<file path="src/rtl/sync_fifo_reader_pkg.sv">
// Constants shared by sync_fifo and its reader so that the flag thresholds
// and buffer sizing cannot drift apart between the two blocks.
package sync_fifo_reader_pkg;

  localparam int c_ALMOST_EMPTY_THRESHOLD = 1;
  localparam int c_BUFFER_DEPTH           = 2;
  localparam int c_FLAG_LATENCY           = 1;

  typedef enum logic [1:0] {
    BUF_HOLD   = 2'b00,
    BUF_SHIFT  = 2'b01,
    BUF_APPEND = 2'b10,
    BUF_SWAP   = 2'b11
  } buf_op_t;

  function automatic buf_op_t buf_op(input logic capture, input logic pop);
    return buf_op_t'({capture, pop});
  endfunction

endpackage

</file>
<file path="src/rtl/sync_fifo_reader_if.sv">
// FIFO-side and stream-side signals of the reader, named from the reader's
// point of view; master is the reader, slave is the FIFO plus consumer.
interface sync_fifo_reader_if
  import sync_fifo_reader_pkg::*;
#(
  parameter int p_DATA_WIDTH = 8
);

  logic                                   i_FIFO_EMPTY;
  logic                                   i_FIFO_ALMOST_EMPTY;
  logic [p_DATA_WIDTH-1:0]                i_FIFO_DATA;
  logic                                   o_FIFO_READ_REQUEST;
  logic                                   o_VALID;
  logic [p_DATA_WIDTH-1:0]                o_DATA;
  logic                                   i_READY;
  logic [$clog2(c_BUFFER_DEPTH+1)-1:0]    o_COUNT;

  modport master (
    input  i_FIFO_EMPTY, i_FIFO_ALMOST_EMPTY, i_FIFO_DATA, i_READY,
    output o_FIFO_READ_REQUEST, o_VALID, o_DATA, o_COUNT
  );

  modport slave (
    output i_FIFO_EMPTY, i_FIFO_ALMOST_EMPTY, i_FIFO_DATA, i_READY,
    input  o_FIFO_READ_REQUEST, o_VALID, o_DATA, o_COUNT
  );

endinterface

</file>
<file path="src/rtl/sync_fifo_reader_stream_out_buffer.sv">
// Two-entry ordered output buffer: head is presented downstream, tail holds
// the next word. Capture and pop may happen in the same edge.
module stream_out_buffer
  import sync_fifo_reader_pkg::*;
#(
  parameter int p_DATA_WIDTH = 8
) (
  input  logic                    i_CLK,
  input  logic                    i_RESET_N,
  input  logic                    i_CAPTURE,
  input  logic                    i_POP,
  input  logic [p_DATA_WIDTH-1:0] i_DATA,
  output logic [1:0]              o_COUNT,
  output logic [p_DATA_WIDTH-1:0] o_HEAD
);

  logic [p_DATA_WIDTH-1:0] r_head;
  logic [p_DATA_WIDTH-1:0] r_tail;
  logic [1:0]              r_count;

  always_ff @(posedge i_CLK or negedge i_RESET_N) begin
    if (!i_RESET_N) begin
      r_head  <= '0;
      r_tail  <= '0;
      r_count <= 2'd0;
    end else begin
      case (buf_op(i_CAPTURE, i_POP))
        BUF_APPEND: begin
          if (r_count == 2'd0) r_head <= i_DATA;
          else                 r_tail <= i_DATA;
          r_count <= r_count + 2'd1;
        end
        BUF_SHIFT: begin
          r_head  <= r_tail;
          r_count <= r_count - 2'd1;
        end
        // occupancy unchanged; the new word lands behind whatever survives the pop
        BUF_SWAP: begin
          if (r_count == 2'd1) begin
            r_head <= i_DATA;
          end else begin
            r_head <= r_tail;
            r_tail <= i_DATA;
          end
        end
        default: ;
      endcase
    end
  end

  assign o_COUNT = r_count;
  assign o_HEAD  = r_head;

endmodule

</file>
<file path="src/rtl/sync_fifo_reader.sv">
// Read-side controller for sync_fifo: issues reads from the stale flags,
// tracks the one outstanding read, and streams words out via valid/ready.
module sync_fifo_reader
  import sync_fifo_reader_pkg::*;
#(
  parameter int p_DATA_WIDTH        = 8,
  parameter int p_ALMOST_EMPTY_FLAG = 1
) (
  input  logic              i_CLK,
  input  logic              i_RESET_N,
  input  logic              i_ENABLE,
  sync_fifo_reader_if.master bus
);

  // An unsupported threshold would make the level decode unsafe, so reads stay off.
  localparam logic c_THRESHOLD_OK = (p_ALMOST_EMPTY_FLAG == c_ALMOST_EMPTY_THRESHOLD);

  logic [c_FLAG_LATENCY-1:0] r_inflight;
  logic [1:0]                w_count;
  logic                      w_pop;
  logic [2:0]                w_committed;
  logic                      w_read;

  assign w_pop       = bus.o_VALID & bus.i_READY;
  assign w_committed = {1'b0, w_count} + {2'b00, r_inflight[0]} - {2'b00, w_pop};

  // At level 1 the flags cannot yet see a read issued last cycle.
  assign w_read = i_RESET_N & c_THRESHOLD_OK & i_ENABLE
                & ~bus.i_FIFO_EMPTY
                & (~bus.i_FIFO_ALMOST_EMPTY | ~r_inflight[0])
                & (w_committed < 3'(c_BUFFER_DEPTH));

  always_ff @(posedge i_CLK or negedge i_RESET_N) begin
    if (!i_RESET_N) r_inflight <= '0;
    else            r_inflight <= w_read;
  end

  stream_out_buffer #(
    .p_DATA_WIDTH (p_DATA_WIDTH)
  ) u_stream_out_buffer (
    .i_CLK     (i_CLK),
    .i_RESET_N (i_RESET_N),
    .i_CAPTURE (r_inflight[0]),
    .i_POP     (w_pop),
    .i_DATA    (bus.i_FIFO_DATA),
    .o_COUNT   (w_count),
    .o_HEAD    (bus.o_DATA)
  );

  assign bus.o_FIFO_READ_REQUEST = w_read;
  assign bus.o_COUNT             = w_count;
  assign bus.o_VALID             = (w_count != 2'd0);

endmodule

</file>
<file path="src/flat_wrapper.sv">
// flat-port wrapper written by rule: the top's interface ports become plain ports
module sync_fifo_reader_flat import sync_fifo_reader_pkg::*;
#(
  parameter int p_DATA_WIDTH        = 8,
  parameter int p_ALMOST_EMPTY_FLAG = 1
)
  (i_CLK, i_RESET_N, i_ENABLE, bus_i_FIFO_EMPTY, bus_i_FIFO_ALMOST_EMPTY, bus_i_FIFO_DATA, bus_i_READY, bus_o_FIFO_READ_REQUEST, bus_o_VALID, bus_o_DATA, bus_o_COUNT);
  sync_fifo_reader_if #(.p_DATA_WIDTH(p_DATA_WIDTH)) bus_i ();
  input  logic i_CLK;
  input  logic i_RESET_N;
  input  logic i_ENABLE;
  input wire logic [$bits(bus_i.i_FIFO_EMPTY)-1:0] bus_i_FIFO_EMPTY;
  input wire logic [$bits(bus_i.i_FIFO_ALMOST_EMPTY)-1:0] bus_i_FIFO_ALMOST_EMPTY;
  input wire logic [$bits(bus_i.i_FIFO_DATA)-1:0] bus_i_FIFO_DATA;
  input wire logic [$bits(bus_i.i_READY)-1:0] bus_i_READY;
  output wire logic [$bits(bus_i.o_FIFO_READ_REQUEST)-1:0] bus_o_FIFO_READ_REQUEST;
  output wire logic [$bits(bus_i.o_VALID)-1:0] bus_o_VALID;
  output wire logic [$bits(bus_i.o_DATA)-1:0] bus_o_DATA;
  output wire logic [$bits(bus_i.o_COUNT)-1:0] bus_o_COUNT;
  assign bus_i.i_FIFO_EMPTY = bus_i_FIFO_EMPTY;
  assign bus_i.i_FIFO_ALMOST_EMPTY = bus_i_FIFO_ALMOST_EMPTY;
  assign bus_i.i_FIFO_DATA = bus_i_FIFO_DATA;
  assign bus_i.i_READY = bus_i_READY;
  assign bus_o_FIFO_READ_REQUEST = bus_i.o_FIFO_READ_REQUEST;
  assign bus_o_VALID = bus_i.o_VALID;
  assign bus_o_DATA = bus_i.o_DATA;
  assign bus_o_COUNT = bus_i.o_COUNT;
  sync_fifo_reader #(.p_DATA_WIDTH(p_DATA_WIDTH), .p_ALMOST_EMPTY_FLAG(p_ALMOST_EMPTY_FLAG)) u_core (.i_CLK(i_CLK), .i_RESET_N(i_RESET_N), .i_ENABLE(i_ENABLE), .bus(bus_i));
endmodule
</file>
<file path="config.mk">
export PLATFORM = sky130hd
export DESIGN_NAME = sync_fifo_reader_flat
export DESIGN_NICKNAME = d
export VERILOG_FILES = /design/src/rtl/sync_fifo_reader_pkg.sv /design/src/rtl/sync_fifo_reader_if.sv /design/src/rtl/sync_fifo_reader_stream_out_buffer.sv /design/src/rtl/sync_fifo_reader.sv /design/src/flat_wrapper.sv
export SDC_FILE = /design/constraint.sdc
export NUM_CORES = 1
export LEC_CHECK = 0
export BUFFER_PORTS_ARGS = -buffer_cell sky130_fd_sc_hd__buf_2
export CAP_MARGIN = 10
export CORE_ASPECT_RATIO = 1.2
export CORE_MARGIN = 2
export CORE_UTILIZATION = 33
export DETAILED_ROUTE_END_ITERATION = 8
export PLACE_DENSITY = 0.64
export RECOVER_POWER = 100
export SKIP_LAST_GASP = 1
export SLEW_MARGIN = 10
export SYNTH_ARGS = -nofsm -noshare
export SYNTH_HDL_FRONTEND = slang
export SYNTH_SLANG_ARGS = --single-unit
</file>
<file path="constraint.sdc">
create_clock -name i_CLK -period 4.8 [get_ports i_CLK]
set_input_delay 0.96 -clock i_CLK [delete_from_list [all_inputs] [get_ports i_CLK]]
set_output_delay 0.96 -clock i_CLK [all_outputs]
set_load 0.05 [all_outputs]
</file>
==> results.sh, run 1 <==
export IMPL_synthSimpleGateAreaFrac=0.117
export IMPL_vias=745
export IMPL_worstPathRequired_ns=3.84
export IMPL_grt_pass1_vias=788
export IMPL_synth_cell_types=25
export IMPL_die_area_sq_um=3510
export IMPL_die_y_um=64.5
export IMPL_yosysTopAreaCellShare=0.473
export IMPL_wire_per_inst_um=13.3
export IMPL_synth_fp_nets=110
export IMPL_powerDensity_nw_per_um2=732
export IMPL_totalWireLength_um=1960
export IMPL_async_flop_share=1.00
export IMPL_synth_edff_count=0
export IMPL_clk_pin_slew_ns=0.11
export IMPL_layout_nets=135
export IMPL_core_area_sq_um=2840
export IMPL_via_per_inst=5.03
export IMPL_cts_inserted_buffers=3
export IMPL_clock_latency_ns=0.29
export IMPL_min_period_over_period=0.863
export IMPL_postRouteAntennaNets=0
export IMPL_crit_top_cell="ha_1"
export IMPL_switching_share=0.510
export IMPL_clock_sinks=19
export IMPL_tns_ns=0
export IMPL_dr_pass1_iters=3
export IMPL_max_stage_delay_ns=0.50
export IMPL_path_class="flip-flop to output pin"
export IMPL_start_util=0.354
export IMPL_rsz0062_at_grt="false"
export IMPL_worstPathCellList="inv_1 > ha_1 > and2b_1 > ha_1 > nand2b_1 > fa_1 > nand4b_1 > a211oi_1 > clkbuf_1"
export IMPL_drtIter0Drc=19
export IMPL_syn2layout_area_growth_pct=11.6
export IMPL_grtUsageTotal=0.132
export IMPL_combinationalPowerShare=0.553
export IMPL_rows=21
export IMPL_cts_resized=0
export IMPL_cts_tree="built"
export IMPL_worst_slew_pin_slew_ns=1.05
export IMPL_synth_most_common_cell="dfrtp_1"
export IMPL_min_path_type="flip-flop to flip-flop"
export IMPL_grt_pass1_wl_um=3400
export IMPL_placement_cell_area_sq_um=1140
export IMPL_irDropWorstVdd_mv=0.378
export IMPL_ys_warn_count=0
export IMPL_seq_area_frac_synth=0.473
export IMPL_outcome="completed"
export IMPL_synth_top_cells_by_area="dfrtp_1 (47%), mux2_4 (13%), ha_1 (6.2%), a31oi_1 (5.0%), o21ai_0 (4.5%)"
export IMPL_hold_buffers=0
export IMPL_synthCells=90
export IMPL_grt_overflow=0
export IMPL_arrival_ns=3.18
export IMPL_cts_htree_levels=1
export IMPL_yosys_area_top_type="dfrtp_1"
export IMPL_synth_compound_area_frac=0.117
export IMPL_place_congestion=0.690
export IMPL_drv_cap=0
export IMPL_crit_path_end_kind="output pin"
export IMPL_top_level_ports=26
export IMPL_min_period_ns=4.14
export IMPL_internal_power_uw=403
export IMPL_finalClockSkew_ns=0.00271
export IMPL_avgSynthCellArea_sq_um=11.2
export IMPL_drive_above_1_share=0.158
export IMPL_fmax_mhz=241
export IMPL_final_area_sq_um=1120
export IMPL_p_seq_frac=0.348
export IMPL_crit_fanout=5
export IMPL_grt_max_degree=21
export IMPL_clockBufferDepth=2
export IMPL_ys_flop_type="dfrtp_1"
export IMPL_synth_area_mux_share=0.134
export IMPL_slew_headroom=0.298
export IMPL_synth_adder_area_share=0.0821
export IMPL_postCtsSetupRepairBufs=0
export IMPL_clkPwrFrac=0.099
export IMPL_hpwl_um=1510
export IMPL_antenna_found_initial=0
export IMPL_finalMaxSlewViolations=0
export IMPL_die_w_um=54.4
export IMPL_netlist_area_sq_um=1010
export IMPL_ys_ff_latch=19
export IMPL_synth_xor_area_frac=0.0261
export IMPL_n_fill_cell=309
export IMPL_synthTopCellsByCount="dfrtp_1 (19), mux2_4 (9), o21ai_0 (9)"
export IMPL_total_leakage_power_nw=0.496
export IMPL_worstSetupStartpointType="flip-flop"
export IMPL_drc=0
export IMPL_io_buffer_count=25
export IMPL_synth_top_family_by_area="multiplexers"
export IMPL_crit_slowest_cell="clkbuf_1"
export IMPL_cts_root_buf="clkbuf_4"
export IMPL_p_switching_uw=418
export IMPL_setup_violations=0
export IMPL_antennaDiodeCount=0
export IMPL_final_hold_violation_count=0
## layout by cell type, fill, tap and decap left out, drive strengths merged, types with 2 or more instances in the layout
cell type and n:
nand2b 3, inv 5, ha 5, a31oi 8, o21ai 9, dfrtp 19, nor2 8, buf 12
nand3 8, mux2 9, xnor2 2, clkbuf 16
## layout make-up
cell class / instances / area (sq um) / area share
repair buffers: 25 / 109 / 0.0970
flip-flops and latches: 19 / 475 / 0.424
well taps: 34 / 42.5 / 0.0379
multi-input cells: 61 / 449 / 0.400
inverters: 5 / 18.8 / 0.0167
clock buffers: 3 / 22.5 / 0.0201
clock inverters: 1 / 5.00 / 0.00446
## power by group through the flow
stage	Sequential, mW	Combinational, mW	Clock [mW]
2_1_floorplan	0.435	0.262	0
3_3_place_gp	0.286	0.496	0
3_5_place_dp	0.292	0.507	0
4_1_cts	0.289	0.509	0.0844
5_1_grt	0.297	0.503	0.0935
6_report	0.286	0.454	0.0810
## worst paths after layout
path / from / end / slack (ns) / depth (start not counted)
max in group asynchronous: i_RESET_N / u_core.r_inflight$_DFF_PN0_ / 3.35 / 1
max: u_core.u_stream_out_buffer.o_COUNT[1]$_DFFE_PN0N_ / bus_o_FIFO_READ_REQUEST / 0.66 / 9
min reg2reg: u_core.u_stream_out_buffer.r_tail[3]$_DFFE_PN0P_ / u_core.u_stream_out_buffer.r_tail[3]$_DFFE_PN0P_ / 0.50 / 1
min: u_core.u_stream_out_buffer.r_tail[3]$_DFFE_PN0P_ / u_core.u_stream_out_buffer.r_tail[3]$_DFFE_PN0P_ / 0.50 / 1
max reg2reg: u_core.u_stream_out_buffer.o_COUNT[1]$_DFFE_PN0N_ / u_core.r_inflight$_DFF_PN0_ / 2.31 / 8
min in group asynchronous: i_RESET_N / u_core.u_stream_out_buffer.r_tail[1]$_DFFE_PN0P_ / 0.82 / 1
## critical path: cells and delay by family, from the launching register on
family / cells / cell delay [ns]
compound gates: 1 / 0.26
fa+ha+maj: 3 / 1.05
buf+inv: 2 / 0.61
flops: 1 / 0.47
simple gates: 3 / 0.50
## stage by stage
| step | instances | worst slack, ns | hold WS, ns | power, mW | util |
|---|---|---|---|---|---|
| after floorplan | 90 | 0.303 | 0.475 | 0.696 | - |
| after global placement | 144 | 1.02 | 0.485 | 0.782 | 0.402 |
| after detailed placement | 144 | 0.947 | 0.486 | 0.800 | 0.402 |
| after CTS | 148 | 0.808 | 0.519 | 0.882 | 0.412 |
| after global routing | 148 | 0.420 | 0.512 | 0.894 | 0.396 |
| final | 148 | 0.656 | 0.499 | 0.821 | 0.396 |
## flip-flops by register name, summed over array words and instances, names as in the netlist
name / flops
u_core.u_stream_out_buffer.o_HEAD: 8
u_core.u_stream_out_buffer.r_tail: 8
u_core.r_inflight: 1
u_core.u_stream_out_buffer.o_COUNT: 2
## per-layer routing
metal	routed length (um)	up-vias	global-route usage
li1	-	362	-
met1	838	357	0.163
met2	979	24	0.224
met3	133	2	0.0276
met4	13	0	0.0375
met5	0	-	0
## cell families (layout without fill, tap and decap cells)
kind of cell             Yosys count  count (layout)
AND/OR/NAND/NOR                   23              23
AO/OA/AOI/OAI                     20              20
buffers and inverters             10              34
flip-flops                        19              19
adder cells (fa/ha/maj)            6               6
multiplexers                       9               9
XOR/XNOR                           3               3
Power figures use the tool's default switching activity.
==> inputs of run 2 (changes only) <==
Settings changed: ABC_AREA set to 1.
==> run 2 against run 1 <==
- sequential power fell by 6%
- via count is 18% higher
- total power fell by 4.0%
- count of clock-buffer cells in the layout is 1 higher
- area after synthesis is 1.5% higher
- global-route usage increased by 0.31 points
- register-to-register slack worse by 0.19 ns
- design area rose by 4.7%
- die area grew 1.4%
- critical endpoint unchanged
- largest power group unchanged
- highest routed layer unchanged
==> results.sh, run 2 <==
export IMPL_min_period_ns=4.05
export IMPL_dr_pass1_iters=4
export IMPL_ys_flop_type="dfrtp_1"
export IMPL_start_util=0.340
export IMPL_layout_nets=177
export IMPL_ff2ff_setup_slack_ns=2.12
export IMPL_io_buffer_count=25
export IMPL_netlist_area_sq_um=1020
export IMPL_drv_cap=0
export IMPL_die_area_sq_um=3560
export IMPL_seq_area_frac_synth=0.466
export IMPL_totalWireLength_um=2150
export IMPL_finalClockSkew_ns=0.00366
export IMPL_cts_tree="built"
export IMPL_die_w_um=54.8
export IMPL_worstPathRequired_ns=3.84
export IMPL_async_flop_share=1.00
export IMPL_worstSetupStartpointType="flip-flop"
export IMPL_via_per_inst=4.59
export IMPL_cts_htree_levels=1
export IMPL_grtUsageTotal=0.135
export IMPL_cts_inserted_buffers=3
export IMPL_layout_commonest_cell="nand2_1"
export IMPL_yosysTopAreaCellShare=0.466
export IMPL_synth_cell_types=15
export IMPL_ys_warn_count=0
export IMPL_holdWs_ns=0.480
export IMPL_clock_sinks=19
export IMPL_die_y_um=64.9
export IMPL_synth_edff_count=0
export IMPL_postCtsSetupRepairBufs=0
export IMPL_setup_violations=0
export IMPL_fmax_mhz=247
export IMPL_ys_ff_latch=19
export IMPL_crit_path_end_kind="output pin"
export IMPL_place_congestion=0.741
export IMPL_finalMaxSlewViolations=0
export IMPL_arrival_ns=3.09
export IMPL_clk_pin_slew_ns=0.11
export IMPL_synth_most_common_cell="nand2_1"
export IMPL_hpwl_um=1660
export IMPL_syn2layout_area_growth_pct=15.1
export IMPL_slew_headroom=0.288
export IMPL_power_uw=788
export IMPL_core_area_sq_um=3000
export IMPL_layout_common_cells="nand2_1 (67), dfrtp_1 (19), nand3_1 (17)"
export IMPL_top_level_ports=26
export IMPL_synthCells=127
export IMPL_antenna_found_initial=0
export IMPL_min_period_over_period=0.843
export IMPL_clockBufferDepth=2
export IMPL_crit_fanout=4
export IMPL_synth_top_cells_by_area="dfrtp_1 (47%), nand2_1 (23%), nand3_1 (8.3%), ha_1 (6.1%), nand2_4 (3.3%)"
export IMPL_outcome="completed"
export IMPL_antennaDiodeCount=0
export IMPL_grt_pass1_vias=865
export IMPL_worst_slew_pin_slew_ns=1.07
export IMPL_tns_ns=0
export IMPL_n_fill_cell=339
export IMPL_hold_buffers=0
export IMPL_synthTopCellsByCount="nand2_1 (62), dfrtp_1 (19), nand3_1 (17), inv_1 (7), ha_1 (5)"
export IMPL_grt_pass1_wl_um=3510
export IMPL_grt_overflow=0
export IMPL_avgSynthCellArea_sq_um=8.04
export IMPL_drtIter0Drc=13
export IMPL_rows=22
export IMPL_irDropWorstVdd_mv=0.387
export IMPL_powerDensity_nw_per_um2=671
export IMPL_total_leakage_power_nw=0.651
export IMPL_cts_resized=0
export IMPL_yosys_area_top_type="dfrtp_1"
export IMPL_postRouteAntennaNets=0
export IMPL_path_class="flip-flop to output pin"
export IMPL_rsz0062_at_grt="false"
export IMPL_drive_above_1_share=0.135
export IMPL_wire_per_inst_um=11.2
export IMPL_vias=881
export IMPL_cts_root_buf="clkbuf_4"
export IMPL_clock_latency_ns=0.29
export IMPL_synth_fp_nets=147
export IMPL_drc=0
export IMPL_grt_max_degree=21
export IMPL_min_path_type="flip-flop to flip-flop"
export IMPL_final_hold_violation_count=0
==> run 2: changes by cell type after synthesis, moves of 7 or more <==
cell     change
nor2_1       -7
nand3_1      +9
nand2_1     +61
a31oi_1      -8
o21ai_0      -8
mux2_4       -9
==> run 2: power by group <==
group	switching (mW)	internal, mW
clock network	0.0483	0.0323
registers	0.0407	0.229
logic	0.323	0.115
total	0.412	0.376
==> run 2: path summary, 6_finish.rpt <==
| kind | depth (start not counted) | to | from |
|---|---|---|---|
| max in group asynchronous | 1 | u_core.u_stream_out_buffer.r_tail[6]$_DFFE_PN0P_ | i_RESET_N |
| min | 2 | u_core.u_stream_out_buffer.r_tail[4]$_DFFE_PN0P_ | u_core.u_stream_out_buffer.r_tail[4]$_DFFE_PN0P_ |
| max reg2reg | 11 | u_core.r_inflight$_DFF_PN0_ | u_core.u_stream_out_buffer.o_COUNT[1]$_DFFE_PN0N_ |
| min in group asynchronous | 1 | u_core.u_stream_out_buffer.o_HEAD[1]$_DFFE_PN0P_ | i_RESET_N |
| min reg2reg | 2 | u_core.u_stream_out_buffer.r_tail[4]$_DFFE_PN0P_ | u_core.u_stream_out_buffer.r_tail[4]$_DFFE_PN0P_ |
| max | 11 | bus_o_FIFO_READ_REQUEST | u_core.u_stream_out_buffer.o_COUNT[1]$_DFFE_PN0N_ |
==> run 2: critical path: stages (launching register included) <==
cell	delay [ns]
dfrtp_1	0.44
inv_1	0.15
ha_1	0.20
inv_1	0.09
nand2_1	0.16
inv_1	0.08
ha_1	0.32
or2_2	0.32
fa_1	0.48
nand4_1	0.09
nor2_1	0.17
buf_2	0.28
==> run 2: area by class of cell <==
cell class              instances  area (sq um)  share of cell area
multi-input cells              98           480               0.409
flip-flops and latches         19           475               0.405
repair buffers                 25           110              0.0937
well taps                      36          45.0              0.0383
inverters                      10          37.5              0.0319
clock buffers                   4          26.3              0.0224
==> run 2: cells by family (layout without fill, tap and decap cells) <==
family          after synthesis  count (layout)  share of synthesized area
flops                        19              19                      0.466
fa+ha+maj                     6               6                     0.0809
buf+inv                      10              39                     0.0368
compound gates                2               2                     0.0208
simple gates                 88              88                      0.379
xor+xnor                      2               2                     0.0172
==> run 2: routing by layer <==
| metal | up-vias | share of wire | track usage |
|---|---|---|---|
| met5 | - | 0 | 0 |
| met4 | 0 | 0.019 | 0.0563 |
| met3 | 4 | 0.057 | 0.0230 |
| met2 | 24 | 0.49 | 0.235 |
| met1 | 397 | 0.43 | 0.155 |
| li1 | 456 | - | - |
==> run 2: per-stage QoR <==
stage                     instances  instance area [sq um]  setup slack (ns)  utilization
after floorplan                 127                   1020             0.508            -
after global placement          188                   1190             0.999        0.397
after detailed placement        188                   1190             0.966        0.397
after CTS                       192                   1220             0.821        0.406
after global routing            192                   1170             0.523        0.392
final                           192                   1170             0.752        0.392
